==> config.mk <==
export PLATFORM = sky130hd
export DESIGN_NAME = rr_ring_arbiter_flat
export DESIGN_NICKNAME = d
export VERILOG_FILES = /design/src/rtl/rr_ring_arbiter_pkg.sv /design/src/rtl/rr_ring_arbiter_if.sv /design/src/rtl/rr_ring_arbiter_pick.sv /design/src/rtl/rr_ring_arbiter.sv /design/src/flat_wrapper.sv
export SDC_FILE = /design/constraint.sdc
export NUM_CORES = 1
export LEC_CHECK = 0
export ABC_AREA = 1
export BUFFER_PORTS_ARGS = -buffer_cell sky130_fd_sc_hd__buf_2
export CAP_MARGIN = 20
export CELL_PAD_IN_SITES_DETAIL_PLACEMENT = 1
export CELL_PAD_IN_SITES_GLOBAL_PLACEMENT = 1
export CORE_MARGIN = 10
export CORE_UTILIZATION = 40
export CTS_BUF_LIST = sky130_fd_sc_hd__clkbuf_16
export CTS_CLUSTER_DIAMETER = 50
export DETAILED_ROUTE_END_ITERATION = 10
export PLACE_DENSITY = 0.84
export SLEW_MARGIN = 20
export SYNTH_ARGS = -nofsm -noshare
export SYNTH_HDL_FRONTEND = slang
export SYNTH_SLANG_ARGS = --single-unit
export TNS_END_PERCENT = 5
==> constraint.sdc <==
create_clock -name clk -period 3.3 [get_ports clk]
set_clock_uncertainty 0.15 [all_clocks]
set_input_delay 0.495 -clock clk [delete_from_list [all_inputs] [get_ports clk]]
set_output_delay 0.495 -clock clk [all_outputs]
set_load 0.005 [all_outputs]
==> src/rtl/rr_ring_arbiter_pkg.sv <==
// Shared types and helpers for the round-robin ring arbiter.
package rr_arb_pkg;

    typedef enum logic {
        IDLE = 1'b0,
        BUSY = 1'b1
    } arb_state_t;

    // Widest requester vector the helpers below can handle.
    localparam int MAX_N = 32;

    // Circular left rotate of the low n bits of v by one position.
    function automatic logic [MAX_N-1:0] rotl1(input logic [MAX_N-1:0] v, input int n);
        logic [MAX_N-1:0] r;
        r = '0;
        for (int i = 0; i < MAX_N; i++) begin
            if (i < n) r[(i + 1) % n] = v[i];
        end
        return r;
    endfunction

    // Binary index of the set bit of a one-hot (or zero) vector.
    function automatic logic [4:0] onehot2bin(input logic [MAX_N-1:0] v);
        logic [4:0] r;
        r = '0;
        for (int i = 0; i < MAX_N; i++) begin
            if (v[i]) r = r | i[4:0];
        end
        return r;
    endfunction

endpackage

==> src/rtl/rr_ring_arbiter_if.sv <==
// Request/grant bundle between requesters (master) and the arbiter (slave).
// Handshake: req is a level; the owner keeps req high to keep the grant and
// drops it to release. grant/grant_id/busy/timeout are registered.
interface rr_ring_arbiter_if #(parameter int N = 4);
    import rr_arb_pkg::*;

    localparam int ID_W = $clog2(N);

    logic [N-1:0]    req;
    logic [N-1:0]    grant;
    logic [ID_W-1:0] grant_id;
    logic            busy;
    logic            timeout;
    arb_state_t      state;     // debug view of the arbiter FSM

    modport master (output req, input grant, grant_id, busy, timeout, state);
    modport slave  (input req, output grant, grant_id, busy, timeout, state);

endinterface

==> src/rtl/rr_ring_arbiter_pick.sv <==
// Combinational round-robin picker: first set req bit scanning circularly
// upward from the one-hot pointer, pointer position included.
module rr_pick #(
    parameter int N = 4
) (
    input  logic [N-1:0] req_i,
    input  logic [N-1:0] ptr_i,
    output logic [N-1:0] win_o,
    output logic         valid_o
);

    logic [N-1:0]   mask;
    logic [N-1:0]   hi_req;
    logic [2*N-1:0] dbl;
    logic [2*N-1:0] first;

    // Lower half holds requests at/above ptr, upper half the full vector, so
    // the lowest set bit of the concatenation is the circular winner.
    always_comb begin
        mask    = ~(ptr_i - 1'b1);
        hi_req  = req_i & mask;
        dbl     = {req_i, hi_req};
        first   = dbl & (~dbl + 1'b1);
        win_o   = first[N-1:0] | first[2*N-1:N];
        valid_o = |req_i;
    end

endmodule

==> src/rtl/rr_ring_arbiter.sv <==
// Round-robin arbiter with one-hot ring pointer and optional hold-time limit.
// Each ownership is followed by one idle cycle before re-arbitration.
module rr_ring_arbiter
    import rr_arb_pkg::*;
#(
    parameter int N        = 4,
    parameter int MAX_HOLD = 8
) (
    input  logic             clk,
    input  logic             rst_n,
    rr_ring_arbiter_if.slave bus
);

    localparam int ID_W = $clog2(N);
    localparam int HC_W = (MAX_HOLD < 1) ? 1 : $clog2(MAX_HOLD + 1);

    arb_state_t      state_q, state_d;
    logic [N-1:0]    ptr_q, ptr_d;
    logic [N-1:0]    grant_q, grant_d;
    logic [ID_W-1:0] id_q, id_d;
    logic            busy_q, busy_d;
    logic            tmo_q, tmo_d;
    logic [HC_W-1:0] hold_q, hold_d;

    logic [N-1:0]     win;
    logic             win_valid;
    logic             owner_req;
    logic             hold_hit;
    logic [MAX_N-1:0] win_ext;
    logic [MAX_N-1:0] grant_ext;
    logic [MAX_N-1:0] rot_ext;
    logic [4:0]       win_idx;

    rr_pick #(.N(N)) u_pick (
        .req_i   (bus.req),
        .ptr_i   (ptr_q),
        .win_o   (win),
        .valid_o (win_valid)
    );

    // A limit of zero means the owner may hold forever.
    assign hold_hit  = (MAX_HOLD != 0) && (hold_q == HC_W'(MAX_HOLD));
    assign owner_req = |(bus.req & grant_q);

    // Next-state logic: grant on IDLE, hold or release (drop/limit) on BUSY.
    always_comb begin
        win_ext            = '0;
        win_ext[N-1:0]     = win;
        grant_ext          = '0;
        grant_ext[N-1:0]   = grant_q;
        rot_ext            = rotl1(grant_ext, N);
        win_idx            = onehot2bin(win_ext);

        state_d = state_q;
        ptr_d   = ptr_q;
        grant_d = grant_q;
        id_d    = id_q;
        busy_d  = busy_q;
        hold_d  = hold_q;
        tmo_d   = 1'b0;

        case (state_q)
            IDLE: begin
                if (win_valid) begin
                    grant_d = win;
                    id_d    = win_idx[ID_W-1:0];
                    busy_d  = 1'b1;
                    hold_d  = HC_W'(1);
                    state_d = BUSY;
                end
            end
            BUSY: begin
                if (!owner_req || hold_hit) begin
                    // Released owner drops to lowest priority.
                    grant_d = '0;
                    id_d    = '0;
                    busy_d  = 1'b0;
                    hold_d  = '0;
                    ptr_d   = rot_ext[N-1:0];
                    state_d = IDLE;
                    tmo_d   = owner_req;
                end else begin
                    hold_d = hold_q + 1'b1;
                end
            end
            default: state_d = IDLE;
        endcase
    end

    // State and output registers with asynchronous active-low reset.
    always_ff @(posedge clk or negedge rst_n) begin
        if (!rst_n) begin
            state_q <= IDLE;
            ptr_q   <= {{(N-1){1'b0}}, 1'b1};
            grant_q <= '0;
            id_q    <= '0;
            busy_q  <= 1'b0;
            tmo_q   <= 1'b0;
            hold_q  <= '0;
        end else begin
            state_q <= state_d;
            ptr_q   <= ptr_d;
            grant_q <= grant_d;
            id_q    <= id_d;
            busy_q  <= busy_d;
            tmo_q   <= tmo_d;
            hold_q  <= hold_d;
        end
    end

    assign bus.grant    = grant_q;
    assign bus.grant_id = id_q;
    assign bus.busy     = busy_q;
    assign bus.timeout  = tmo_q;
    assign bus.state    = state_q;

endmodule

==> src/flat_wrapper.sv <==
// flat-port wrapper written by rule: the top's interface ports become plain ports
module rr_ring_arbiter_flat import rr_arb_pkg::*;
#(
    parameter int N        = 4,
    parameter int MAX_HOLD = 8
)
  (clk, rst_n, bus_req, bus_grant, bus_grant_id, bus_busy, bus_timeout, bus_state);
  rr_ring_arbiter_if #(.N(N)) bus_i ();
  input  logic clk;
  input  logic rst_n;
  input wire logic [$bits(bus_i.req)-1:0] bus_req;
  output wire logic [$bits(bus_i.grant)-1:0] bus_grant;
  output wire logic [$bits(bus_i.grant_id)-1:0] bus_grant_id;
  output wire logic [$bits(bus_i.busy)-1:0] bus_busy;
  output wire logic [$bits(bus_i.timeout)-1:0] bus_timeout;
  output wire logic [$bits(bus_i.state)-1:0] bus_state;
  assign bus_i.req = bus_req;
  assign bus_grant = bus_i.grant;
  assign bus_grant_id = bus_i.grant_id;
  assign bus_busy = bus_i.busy;
  assign bus_timeout = bus_i.timeout;
  assign bus_state = bus_i.state;
  rr_ring_arbiter #(.N(N), .MAX_HOLD(MAX_HOLD)) u_core (.clk(clk), .rst_n(rst_n), .bus(bus_i));
endmodule
==> metrics.txt <==
# TYPE chip_impl_metric gauge
chip_impl_metric{name="grt_pass1_vias",unit=""} 916
chip_impl_info{name="synth_top_cells_by_area",value="dfrtp_1 41%, nand2_1 14%, inv_1 8.9%"} 1
chip_impl_metric{name="grt_pass1_wl",unit="um"} 4350
chip_impl_info{name="critPathKind",value="reg2reg"} 1
chip_impl_metric{name="postcts_setup_bufs",unit=""} 0
chip_impl_metric{name="detailroute.via_count",unit=""} 843
chip_impl_metric{name="syn_area",unit="sq um"} 968
chip_impl_metric{name="detailedPlacementHpwl",unit="um"} 1840
chip_impl_metric{name="postCtsHoldBufs",unit=""} 0
chip_impl_metric{name="synth-warning-count",unit=""} 0
chip_impl_metric{name="cts-buffers-inserted",unit=""} 3
chip_impl_metric{name="clock_insertion_delay_worst_skew",unit="ps"} 250
chip_impl_info{name="rsz_0062_raised_after_global_routing",value="no"} 1
chip_impl_metric{name="synth_fp_nets",unit=""} 133
chip_impl_metric{name="worstMarginPinSlew",unit="ps"} 377
chip_impl_metric{name="gp_congestion",unit=""} 0.845
chip_impl_metric{name="final-max-slew-violation-count",unit=""} 0
chip_impl_metric{name="setup_tns",unit="ps"} 0
chip_impl_metric{name="port-buffer-count",unit=""} 14
chip_impl_metric{name="highest_net_fanout_along_the_worst_path",unit=""} 4
chip_impl_metric{name="critical_path_data_required_time",unit="ps"} 3280
chip_impl_metric{name="viasPerCell",unit=""} 5.02
chip_impl_metric{name="die_h",unit="um"} 69.2
chip_impl_info{name="critPathTopFamily",value="flip-flops"} 1
chip_impl_info{name="cts_root_buf",value="clkbuf_16"} 1
chip_impl_metric{name="pin_count_of_the_biggest_net_entering_global_routing",unit=""} 18
chip_impl_metric{name="grt-ovfl-total",unit=""} 0
chip_impl_metric{name="cellLeakagePower",unit="nW"} 0.602
chip_impl_metric{name="dpl.cell_count",unit=""} 164
chip_impl_metric{name="areaGrowthSynthToFinish",unit="%"} 17.1
chip_impl_metric{name="worst_setup_hold_path_clk_slew",unit="ps"} 50
chip_impl_info{name="run_status",value="complete, no violations"} 1
chip_impl_info{name="library_cell_occupying_the_most_area_in_the_post_synthesis_netlist",value="dfrtp_1"} 1
chip_impl_info{name="crit_chain",value="inv_1, ha_1, nand2_1, nand2_1, inv_1, nand2_1, inv_1, nand2_1, nand2_1, nand2_1, nand3_1"} 1
chip_impl_info{name="critical_path.slowest_cell",value="dfstp_2"} 1
chip_impl_metric{name="max_slew_headroom_at_the_worst_pin",unit="%"} 74.8
chip_impl_info{name="crit_path_start_kind",value="flip-flop"} 1
chip_impl_metric{name="post_synth_num_cell_types",unit=""} 23
chip_impl_metric{name="vdd_ir_drop_max",unit="mV"} 0.484
chip_impl_metric{name="synthesis.area_per_instance",unit="sq um"} 7.81
chip_impl_metric{name="max-cap-violations",unit=""} 0
chip_impl_metric{name="area_enclosed_by_the_die_boundary",unit="sq mm"} 0.00479
chip_impl_metric{name="hold_viol",unit=""} 0
chip_impl_info{name="hold_crit_class",value="in2async"} 1
chip_impl_metric{name="globalRouteTotalUtil",unit="%"} 10.8
chip_impl_metric{name="fin_total_pwr",unit="mW"} 1.04
chip_impl_metric{name="cts_repair_resize_count",unit=""} 0
chip_impl_metric{name="finish.cell_count_without_fillers",unit=""} 168
chip_impl_metric{name="firstDrtPassIters",unit=""} 4
chip_impl_metric{name="dr.first_iter.drc_count",unit=""} 27
chip_impl_metric{name="antenna_left",unit=""} 0
chip_impl_metric{name="cpPeakStageDelay",unit="ps"} 540
chip_impl_metric{name="post_drt_wl_per_cell",unit="um"} 15.1
chip_impl_metric{name="finalSetupViolations",unit=""} 0
chip_impl_metric{name="design.final.nets",unit=""} 150
chip_impl_metric{name="post-route-cell-area",unit="sq mm"} 0.00113
chip_impl_metric{name="die-width",unit="um"} 69.2
chip_impl_metric{name="synth.top_cell.area_share",unit="%"} 41.3
chip_impl_metric{name="ctsHtreeMaxLevel",unit=""} 1
chip_impl_metric{name="rows",unit=""} 17
chip_impl_metric{name="antenna_cells",unit=""} 0
chip_impl_info{name="worst_setup_path_end_kind",value="flip-flop"} 1
chip_impl_metric{name="arrival_time_at_the_worst_endpoint",unit="ps"} 1820
chip_impl_metric{name="postSynthRegisterBits",unit=""} 17
chip_impl_info{name="critical_path.most_common_cell",value="nand2_1"} 1
chip_impl_metric{name="number_of_top_level_pins",unit=""} 15
chip_impl_metric{name="yosysSeqAreaShare",unit="%"} 44.1
chip_impl_metric{name="cts.path.max_buffers",unit=""} 2
chip_impl_metric{name="timing.fmax",unit="GHz"} 0.542
chip_impl_metric{name="final_min_period_over_clock_period",unit="%"} 55.9
chip_impl_metric{name="drc_errors",unit=""} 0
chip_impl_metric{name="number_of_antenna_violations_at_the_first_check_in_global_routing",unit=""} 0
chip_impl_metric{name="initial_utilization",unit="%"} 43.0
chip_impl_info{name="tritoncts_clock_tree",value="built"} 1
chip_impl_metric{name="placed_area",unit="sq mm"} 0.00105
chip_impl_metric{name="power.density_cell_area",unit="mW/mm^2"} 920
chip_impl_metric{name="post_route_cells_drive_above_1_share",unit="%"} 21.4
chip_impl_metric{name="post_synth_inst_count",unit=""} 124
chip_impl_metric{name="cts.sinks",unit=""} 17
chip_impl_metric{name="post-route-min-period",unit="ps"} 1840
chip_impl_metric{name="finalWirelength",unit="um"} 2530
chip_impl_metric{name="critical_path_buf_inv_count",unit=""} 3
chip_impl_metric{name="core_area",unit="sq mm"} 0.00225
==> cells in the mapped netlist <==
master,count
nand2_4,1
buf_6,1
dfrtp_1,16
nand2_2,2
nor2_1,5
nor3b_1,1
inv_1,23
nor2_2,3
nand4_2,1
o21ai_1,8
a21oi_1,2
nand3_1,9
nand3_2,4
ha_1,3
nand4_1,1
o21ai_0,3
o22ai_1,1
inv_4,1
dfstp_2,1
xnor2_1,1
buf_4,1
nand2_1,35
xor2_1,1
==> worst paths after layout <==
path	cells past startpoint	slack, ps	endpoint	from
min in group clk	2	340	u_core.ptr_q[0]	u_core.ptr_q[0]
worst max register to register	11	1460	u_core.bus.grant_id[0]	u_core.ptr_q[0]
max in group asynchronous	1	2680	u_core.ptr_q[0]	rst_n
worst max-delay path	11	1460	u_core.bus.grant_id[0]	u_core.ptr_q[0]
worst min-delay path	1	8	u_core.bus.grant[0]	rst_n
worst min register to register	2	340	u_core.ptr_q[0]	u_core.ptr_q[0]
==> per-layer routing <==
layer / routed length [um] / track usage (%) / up-vias / part of all wire (%)
li1: - / - / 416 / -
met1: 1150 / 13.0 / 401 / 46
met2: 1160 / 17.0 / 19 / 46
met3: 153 / 3.00 / 7 / 6.0
met4: 61 / 5.76 / 0 / 2.4
met5: 0 / 0 / - / 0
==> power breakdown <==
part           switching, mW  internal, mW
sequential            0.0600         0.280
clock                 0.0810         0.161
combinational          0.297         0.164
total                  0.438         0.604
==> area by class of cell <==
type / instances / area, sq um
fill: 295 / 1120
multi-input combinational: 81 / 430
sequential: 17 / 427
inverter: 24 / 92.6
clock buffer: 3 / 75.1
timing repair buffer: 14 / 70.1
tap: 28 / 35.0
clock inverter: 1 / 3.75
==> stage by stage <==
step / utilization (%) / setup WS, ps / hold WS, ps
3_5_place_dp: 46.8 / 1500 / 292
5_1_grt: 50.3 / 1310 / 37.3
2_1_floorplan: - / 1660 / 49.4
4_1_cts: 50.3 / 1450 / 26.7
6_report: 50.3 / 1460 / 7.88
3_3_place_gp: 46.8 / 1580 / 282
==> cell usage in the layout (no fill, tap or decap) <==
cell type  Yosys  routed
inv_1         23      24
a21oi_1        2       2
nand3_2        4       4
nand4_1        1       1
xor2_1         1       1
nand3_1        9       9
nor2_2         3       3
dfstp_2        1       1
nor3b_1        1       1
nand2_1       35      35
clkbuf_16      0       3
o21ai_1        8       8
nand4_2        1       1
nand2_4        1       1
dfrtp_1       16      16
buf_2          0      14
ha_1           3       3
inv_4          1       1
xnor2_1        1       1
nand2_2        2       2
o21ai_0        3       3
o22ai_1        1       1
nor2_1         5       5
==> state kept, by name, summed over array words and instances (netlist names) <==
signal and cells:
u_core.ptr_q 4, u_core.bus.busy 1, u_core.hold_q 4, u_core.bus.grant_id 2, u_core.bus.grant 4, u_core.bus.state 1
u_core.bus.timeout 1
==> cell families after synthesis <==
| group | count (synthesis) | synth area share [%] |
|---|---|---|
| AND/OR/NAND/NOR | 62 | 31.4 |
| XOR/XNOR | 2 | 1.81 |
| flip-flops | 17 | 44.1 |
| AO/OA/AOI/OAI | 14 | 7.36 |
| adder cells (fa/ha/maj) | 3 | 3.88 |
| buffers and inverters | 26 | 11.5 |
Note: power is estimated with default switching activity, not from simulation.
